--- src/rtl/alu_share_arbiter.sv ---
// Round-robin arbiter that time-shares one external ALU between two requesters.
// Each operation is sequenced IDLE -> EXEC -> RESP; the response carries the requester id and the registered ALU flags.
module alu_share_arbiter #(
    parameter int unsigned WIDTH     = 32,
    parameter logic        PRIO_INIT = 1'b0
) (
    input  logic             clk,
    input  logic             reset,
    input  logic             req0_valid,
    output logic             req0_ready,
    input  logic [WIDTH-1:0] req0_a,
    input  logic [WIDTH-1:0] req0_b,
    input  logic [2:0]       req0_op,
    input  logic             req1_valid,
    output logic             req1_ready,
    input  logic [WIDTH-1:0] req1_a,
    input  logic [WIDTH-1:0] req1_b,
    input  logic [2:0]       req1_op,
    output logic             rsp_valid,
    input  logic             rsp_ready,
    output logic             rsp_id,
    output logic [WIDTH-1:0] rsp_result,
    output logic             rsp_cout,
    output logic             rsp_zero,
    output logic             rsp_err,
    output logic             busy,
    output logic [WIDTH-1:0] alu_a,
    output logic [WIDTH-1:0] alu_b,
    output logic [2:0]       alu_op,
    output logic             alu_cin,
    input  logic [WIDTH-1:0] alu_result,
    input  logic             alu_cout,
    input  logic             alu_zero
);

    typedef enum logic [1:0] {IDLE, EXEC, RESP} state_t;

    state_t           state_q;
    logic             last_grant_q;
    logic [WIDTH-1:0] a_q, b_q;
    logic [2:0]       op_q;
    logic             id_q;
    logic             rsp_valid_q, rsp_id_q, rsp_cout_q, rsp_zero_q, rsp_err_q;
    logic [WIDTH-1:0] rsp_result_q;

    logic grant0, grant1, op_illegal, op_sub;

    // On a tie the requester that did not win last time is granted.
    always_comb begin
        grant0 = 1'b0;
        grant1 = 1'b0;
        if (state_q == IDLE && !reset) begin
            if (req0_valid && req1_valid) begin
                grant0 = last_grant_q;
                grant1 = !last_grant_q;
            end else begin
                grant0 = req0_valid;
                grant1 = req1_valid;
            end
        end
    end

    assign op_illegal = (op_q == 3'b011) || (op_q == 3'b100) || (op_q == 3'b101);
    assign op_sub     = (op_q == 3'b110) || (op_q == 3'b111);

    always_comb begin
        alu_a   = '0;
        alu_b   = '0;
        alu_op  = '0;
        alu_cin = 1'b0;
        if (state_q == EXEC) begin
            alu_a   = a_q;
            alu_b   = b_q;
            alu_op  = op_illegal ? 3'b000 : op_q;
            alu_cin = op_sub;
        end
    end

    always_ff @(posedge clk) begin
        if (reset) begin
            state_q      <= IDLE;
            last_grant_q <= ~PRIO_INIT;
            a_q          <= '0;
            b_q          <= '0;
            op_q         <= '0;
            id_q         <= 1'b0;
            rsp_valid_q  <= 1'b0;
            rsp_id_q     <= 1'b0;
            rsp_result_q <= '0;
            rsp_cout_q   <= 1'b0;
            rsp_zero_q   <= 1'b0;
            rsp_err_q    <= 1'b0;
        end else begin
            case (state_q)
                IDLE: begin
                    if (grant0 || grant1) begin
                        a_q          <= grant1 ? req1_a  : req0_a;
                        b_q          <= grant1 ? req1_b  : req0_b;
                        op_q         <= grant1 ? req1_op : req0_op;
                        id_q         <= grant1;
                        last_grant_q <= grant1;
                        state_q      <= EXEC;
                    end
                end
                EXEC: begin
                    rsp_valid_q <= 1'b1;
                    rsp_id_q    <= id_q;
                    if (op_illegal) begin
                        rsp_result_q <= '0;
                        rsp_cout_q   <= 1'b0;
                        rsp_zero_q   <= 1'b1;
                        rsp_err_q    <= 1'b1;
                    end else begin
                        rsp_result_q <= alu_result;
                        rsp_cout_q   <= alu_cout;
                        rsp_zero_q   <= alu_zero;
                        rsp_err_q    <= 1'b0;
                    end
                    state_q <= RESP;
                end
                RESP: begin
                    if (rsp_ready) begin
                        rsp_valid_q <= 1'b0;
                        state_q     <= IDLE;
                    end
                end
                default: state_q <= IDLE;
            endcase
        end
    end

    assign req0_ready = grant0;
    assign req1_ready = grant1;
    assign rsp_valid  = rsp_valid_q;
    assign rsp_id     = rsp_id_q;
    assign rsp_result = rsp_result_q;
    assign rsp_cout   = rsp_cout_q;
    assign rsp_zero   = rsp_zero_q;
    assign rsp_err    = rsp_err_q;
    assign busy       = (state_q != IDLE);

endmodule

--- config.mk ---
export PLATFORM = sky130hd
export DESIGN_NAME = alu_share_arbiter
export DESIGN_NICKNAME = d
export VERILOG_FILES = /design/src/rtl/alu_share_arbiter.sv
export SDC_FILE = /design/constraint.sdc
export NUM_CORES = 1
export LEC_CHECK = 0
export ABC_CLOCK_PERIOD_IN_PS = 2200
export BUFFER_PORTS_ARGS = -buffer_cell sky130_fd_sc_hd__buf_2
export CORE_MARGIN = 3
export CORE_UTILIZATION = 46
export CTS_CLUSTER_SIZE = 30
export DETAILED_ROUTE_END_ITERATION = 8
export GPL_TIMING_DRIVEN = 0
export PLACE_DENSITY_LB_ADDON = 0.1
export SLEW_MARGIN = 15
export SYNTH_ARGS = -nofsm -noshare
export SYNTH_HDL_FRONTEND = slang
export SYNTH_SLANG_ARGS = --single-unit
--- constraint.sdc ---
create_clock -name clk -period 2.2 [get_ports clk]
set_input_delay 0.44 -clock clk [delete_from_list [all_inputs] [get_ports clk]]
set_output_delay 0.44 -clock clk [all_outputs]
set_load 0.05 [all_outputs]
## Yosys cells after proc, flatten, opt, wreduce, memory -nomap -nowiden

Index checks and enable logic that the tools add are counted.

| word-level totals | value |
|---|---|
| output and inout port bits | 108 |
| flip-flop bits (word level) | 108 |
| logic and storage cells | 56 |
| input port bits | 173 |

| cells by class | value |
|---|---|
| mux-type cells | 21 |
| reductions and logical operators | 14 |
| eq/ne operators | 9 |

Operators by type and width:

| cell | number |
|---|---|
| $mux 32 | 5 |
| $eq 3x3->1 const B | 4 |
| $mux 1 | 9 |
| $mux 3 | 3 |
| $pmux 2 s3 | 1 |
| $reduce_and 2->1 | 3 |
| $logic_or 1x1->1 | 4 |
| $mux 2 | 2 |
| $reduce_bool 2->1 | 2 |
| $eq 3x2->1 const B | 1 |
| $eq 2x1->1 const B | 1 |
| $eq 2x2->1 const B | 1 |
| $logic_and 1x1->1 | 2 |
| $logic_not 1->1 | 2 |
| $logic_not 2->1 | 1 |
| $ne 2x1->1 const B | 1 |
| $ne 2x2->1 const B | 1 |
| $pmux 1 s2 | 1 |

## Depth between registers and ports, before layout

| logic depth | value |
|---|---|
| depth in word-level cells | 6 |
| gate-level depth with buffers | 7 |

## Worst setup path after synthesis

Ideal clock, no wire load.

| timing | value |
|---|---|
| path type | input-to-output |
| start | input reset |
| end | output req0_ready |
| required time | 1.760 ns |
| path buffers | 4 |
| arrival time | 1.982 ns |
| cell stages on the path | 6 |
| path slack | -0.222 ns |
| cells stage by stage | buf_2 -> or3_1 -> buf_4 -> buf_6 -> buf_6 -> nor2_1 |

| between the ends | value |
|---|---|
| cells in the longest elaborated chain, start to end | 3 |

Ends and longest elaborated chain:

| what | line | source |
|---|---|---|
| start: declaration | 8 | `input logic reset,` |
| $logic_not 1->1 | 52 | `if (state_q == IDLE && !reset) begin` |
| $logic_and 1x1->1 | 52 |  |
| $mux 1 | 52 |  |
| end: declaration | 10 | `output logic req0_ready,` |

Every way passes these cells.

## Worst setup path after layout

| timing | value |
|---|---|
| start | register last_grant_q |
| end | output req1_ready |

| between the ends | value |
|---|---|
| cells in the longest elaborated chain, start to end | 3 |

Ends and longest elaborated chain:

| what | line | source |
|---|---|---|
| start: declaration | 39 | `logic last_grant_q;` |
| start signal: assignment | 82 | `last_grant_q <= ~PRIO_INIT;` |
| start signal: assignment | 101 | `last_grant_q <= grant1;` |
| $logic_not 1->1 | 55 | `grant1 = !last_grant_q;` |
| $mux 1 | 53 | `if (req0_valid && req1_valid) begin` |
| $mux 1 | 52 |  |
| end: declaration | 15 | `output logic req1_ready,` |

Every way passes these cells.

==> results by group <==
Finish
  • Final nets: 1131
  • Layout cell share with drive strength beyond 1: 38.6%
  • Fin util: 69.2%
  • Area growth syn-to-layout: 43.0%
  • Post-route cell area: 7700 um^2
  • Fillcell total: 971

Routing
  • Routed WL: 20.1 mm
  • Initial drt markers: 518
  • Via count: 6454
  • Post-DR vias/cell: 5.85
  • Drt wl/cell: 18.2 um
  • First-pass DRT Iterations: 6
  • Antenna viol nets, final: 0
  • Remaining routing DRC violations: 0

Worst setup path
  • Register-to-register setup slack: 330 ps
  • Crit path to: req1_ready
  • R2R cell count: 6
  • Slowest stage delay, CP: 340 ps
  • Worst Setup SP: last_grant_q$_SDFFE_PP1P_
  • Critical path fanouts, max: 10
  • Capturing point of the worst reg2reg path: b_q[14]$_SDFFE_PP0P_
  • Critical path class: flop to output port
  • Worst EP arrival: 1710 ps
  • Worst EP required: 1760 ps
  • Reg-to-reg startpoint: state_q[1]$_SDFFE_PP0P_
  • CP endpoint kind: output port
  • Worst-path cell chain: a21boi_2, clkbuf_4, nand2_1, inv_1, buf_2
  • Startpoint types: flop
  • Worst path slowest cell: dfxtp_1

CTS
  • Num CTS Buffers: 9
  • H-tree depth reported by CTS: 3
  • Clk slew on worst S/H paths: 70 ps
  • CTS Hold Bufs: 0
  • Root Driver: clkbuf_16
  • Deepest clock path buffer count: 2
  • Worst-Skew Late Latency: 350 ps
  • CTS sink count: 108
  • CTS tree: done

Global route
  • GRT overflow: 0
  • Vias in the first global route: 6189
  • Initial antenna violation count: 2
  • First-pass GRT wire length: 30.2 mm
  • Tot GR Track Use: 28.7%
  • Pin count of the biggest net entering global routing: 20

Placed design
  • DP Area: 6960 um^2
  • IO Port Bufs: 279
  • Placer congestion estimate: 0.897
  • Post-place setup slack: -274 ps
  • DP HPWL: 15.0 mm

Min path
  • Worst hold path class: input pin to flop

STA
  • FMAX: 0.466 GHz
  • Pins Over Slew Limit: 0
  • Final worst-path cycle share: 97.6%
  • RSZ-0062 raised after global routing: false
  • Skew final: 6.65 ps
  • Worst relative slew slack: 51.3%
  • Setup TNS: 0 ps
  • Hold Fails Final Rpt: 0
  • Worst slew pin tran: 730 ps
  • Final setup viols: 0
  • PnR worst setup slack: 53.4 ps
  • Final min period: 2150 ps

Floorplan
  • Die ar.: 13000 um^2
  • Cell Rows: 38
  • Width of the die: 114 um
  • Ports: 281
  • Initial Util: 48.4%
  • Core area: 11100 um^2
  • Die Ht: 114 um

Yosys
  • Mapped Area: 5390 um^2
  • Ys Warns: 0
  • Mapped Nets: 838
  • Mapped Cells: 665
  • Flops & latches, synth: 108
  • Mean post-synth cell area: 8.10 um^2
  • Netlist cell types: 32
  • Post-synthesis sequential area ratio: 40.1%

Power and ir drop
  • Cell area power density: 700 nW/um^2
  • Max VDD drop: 442 uV
  • P_leak: 3.27 nW

Flow run
  • Max_cap viols: 0

Outcome
  • Status: completed
## registers in the layout (all words and copies together) (netlist names)
| signal | count |
|---|---|
| rsp_err | 1 |
| rsp_cout | 1 |
| op_q | 3 |
| rsp_result | 32 |
| rsp_zero | 1 |
| b_q | 32 |
| last_grant_q | 1 |
| rsp_id | 1 |
| a_q | 32 |
| state_q | 2 |
| rsp_valid | 1 |
| id_q | 1 |
## timing repair
action | CTS | global route
pin swaps | 1 | 0
gates resized for setup | 126 | 24
buffers inserted | 5 | 0
cloned | 0 | 0
setup endpoints to repair | 70 | 68
## where the power goes
part / switching [mW] / leakage (nW) / internal, mW
Clock: 0.712 / 0.133 / 0.883
Combinational: 1.02 / 2.25 / 0.555
Sequential: 0.0903 / 0.889 / 2.13
Total: 1.83 / 3.27 / 3.57
## final cells by class
cell class | count | area, um^2 | share of cell area, %
clock buffer | 12 | 236 | 3.07
inverter | 4 | 15.0 | 0.195
antenna | 1 | 2.50 | 0.0325
timing repair buffer | 284 | 1760 | 22.9
buffer | 84 | 472 | 6.12
sequential | 108 | 2170 | 28.2
clock inverter | 4 | 50.0 | 0.650
multi-input combinational | 467 | 2820 | 36.6
tap | 140 | 175 | 2.27
## cell usage after synthesis
| master | count | area [um^2] |
|---|---|---|
| clkbuf_1 | 46 | 173 |
| a21boi_2 | 1 | 11.3 |
| buf_2 | 29 | 145 |
| a311oi_1 | 55 | 482 |
| nand4_1 | 33 | 206 |
| a211o_1 | 1 | 8.76 |
| nand3_1 | 67 | 335 |
| dfxtp_1 | 108 | 2160 |
| nor2_8 | 1 | 20.0 |
| nand3b_1 | 2 | 15.0 |
| nand2_1 | 37 | 139 |
| inv_1 | 4 | 15.0 |
| or3b_2 | 1 | 8.76 |
| or3_1 | 1 | 6.26 |
| buf_4 | 2 | 15.0 |
| nor2_1 | 6 | 22.5 |
| nor3_1 | 1 | 5.00 |
| nand2b_1 | 2 | 12.5 |
| a21bo_2 | 1 | 10.0 |
| buf_1 | 1 | 3.75 |
| a21oi_1 | 103 | 515 |
| a211oi_1 | 1 | 7.51 |
| clkbuf_2 | 2 | 10.0 |
| buf_6 | 6 | 67.6 |
| o21ai_0 | 61 | 305 |
| or2_2 | 1 | 6.26 |
| a311oi_2 | 12 | 180 |
| nor2b_1 | 1 | 6.26 |
| o21ai_1 | 9 | 45.0 |
| and3_1 | 4 | 25.0 |
| nor3_4 | 1 | 16.3 |
| and2_1 | 65 | 407 |
## critical path: cells and delay by family, from the launching register on
| kind | cells | cell delay (ps) |
|---|---|---|
| buffers and inverters | 3 | 630 |
| flip-flops | 1 | 340 |
| AO/OA/AOI/OAI | 1 | 300 |
| AND/OR/NAND/NOR | 1 | 80 |
## metal layers
layer	track usage [%]	vias up	part of all wire [%]
met5	0	-	0.065
met4	11.2	2	2.7
met3	7.03	47	9.6
met2	49.6	347	48
met1	34.3	3014	39
li1	-	3044	-
## cells in the final DEF (no fill, tap or decap), types with 2 or more instances in the layout
cell type | Yosys | routed
buf_2 | 29 | 241
dfxtp_1 | 108 | 106
a21oi_1 | 103 | 103
nand3_1 | 67 | 67
o21ai_0 | 61 | 61
and2_1 | 65 | 60
a311oi_1 | 55 | 55
buf_6 | 6 | 50
clkbuf_1 | 46 | 39
nand2_1 | 37 | 37
nand4_1 | 33 | 33
buf_4 | 2 | 29
a311oi_2 | 12 | 12
o21ai_1 | 9 | 9
clkbuf_16 | 0 | 9
nor2_1 | 6 | 5
and2_4 | 0 | 5
inv_1 | 4 | 4
clkbuf_8 | 0 | 4
and3_1 | 4 | 4
clkbuf_4 | 0 | 3
clkbuf_2 | 2 | 3
nand3b_1 | 2 | 2
clkinvlp_4 | 0 | 2
dfxtp_4 | 0 | 2
## how the worst min path moves through the flow
stage                     slack [ps]                          end  cells after the start                   startpoint
after global placement           440  rsp_result[23]$_SDFFE_PP0P_                      2  rsp_result[23]$_SDFFE_PP0P_
after CTS                        330        rsp_zero$_SDFFE_PP0P_                      3                     alu_zero
final                            350  rsp_result[13]$_SDFFE_PP0P_                      3               alu_result[13]
after floorplan                  430          rsp_id$_SDFFE_PP0P_                      2            id_q$_SDFFE_PP0P_
after global routing             340        rsp_zero$_SDFFE_PP0P_                      3                     alu_zero
after detailed placement         440  rsp_result[13]$_SDFFE_PP0P_                      2  rsp_result[13]$_SDFFE_PP0P_
## stage by stage
step	total power, mW	hold WS, ps	instances
5_1_grt	5.62	341	1104
3_5_place_dp	3.73	442	1084
3_3_place_gp	3.70	435	1084
4_1_cts	5.39	333	1103
2_1_floorplan	3.25	430	665
6_report	5.39	345	1104
## cell families after synthesis
family                 Yosys count  synth area share [%]
flip-flops                     108                  40.1
buffers and inverters           90                  7.97
AO/OA/AOI/OAI                  244                  29.1
AND/OR/NAND/NOR                223                  22.9
(Power assumes the default switching activity.)
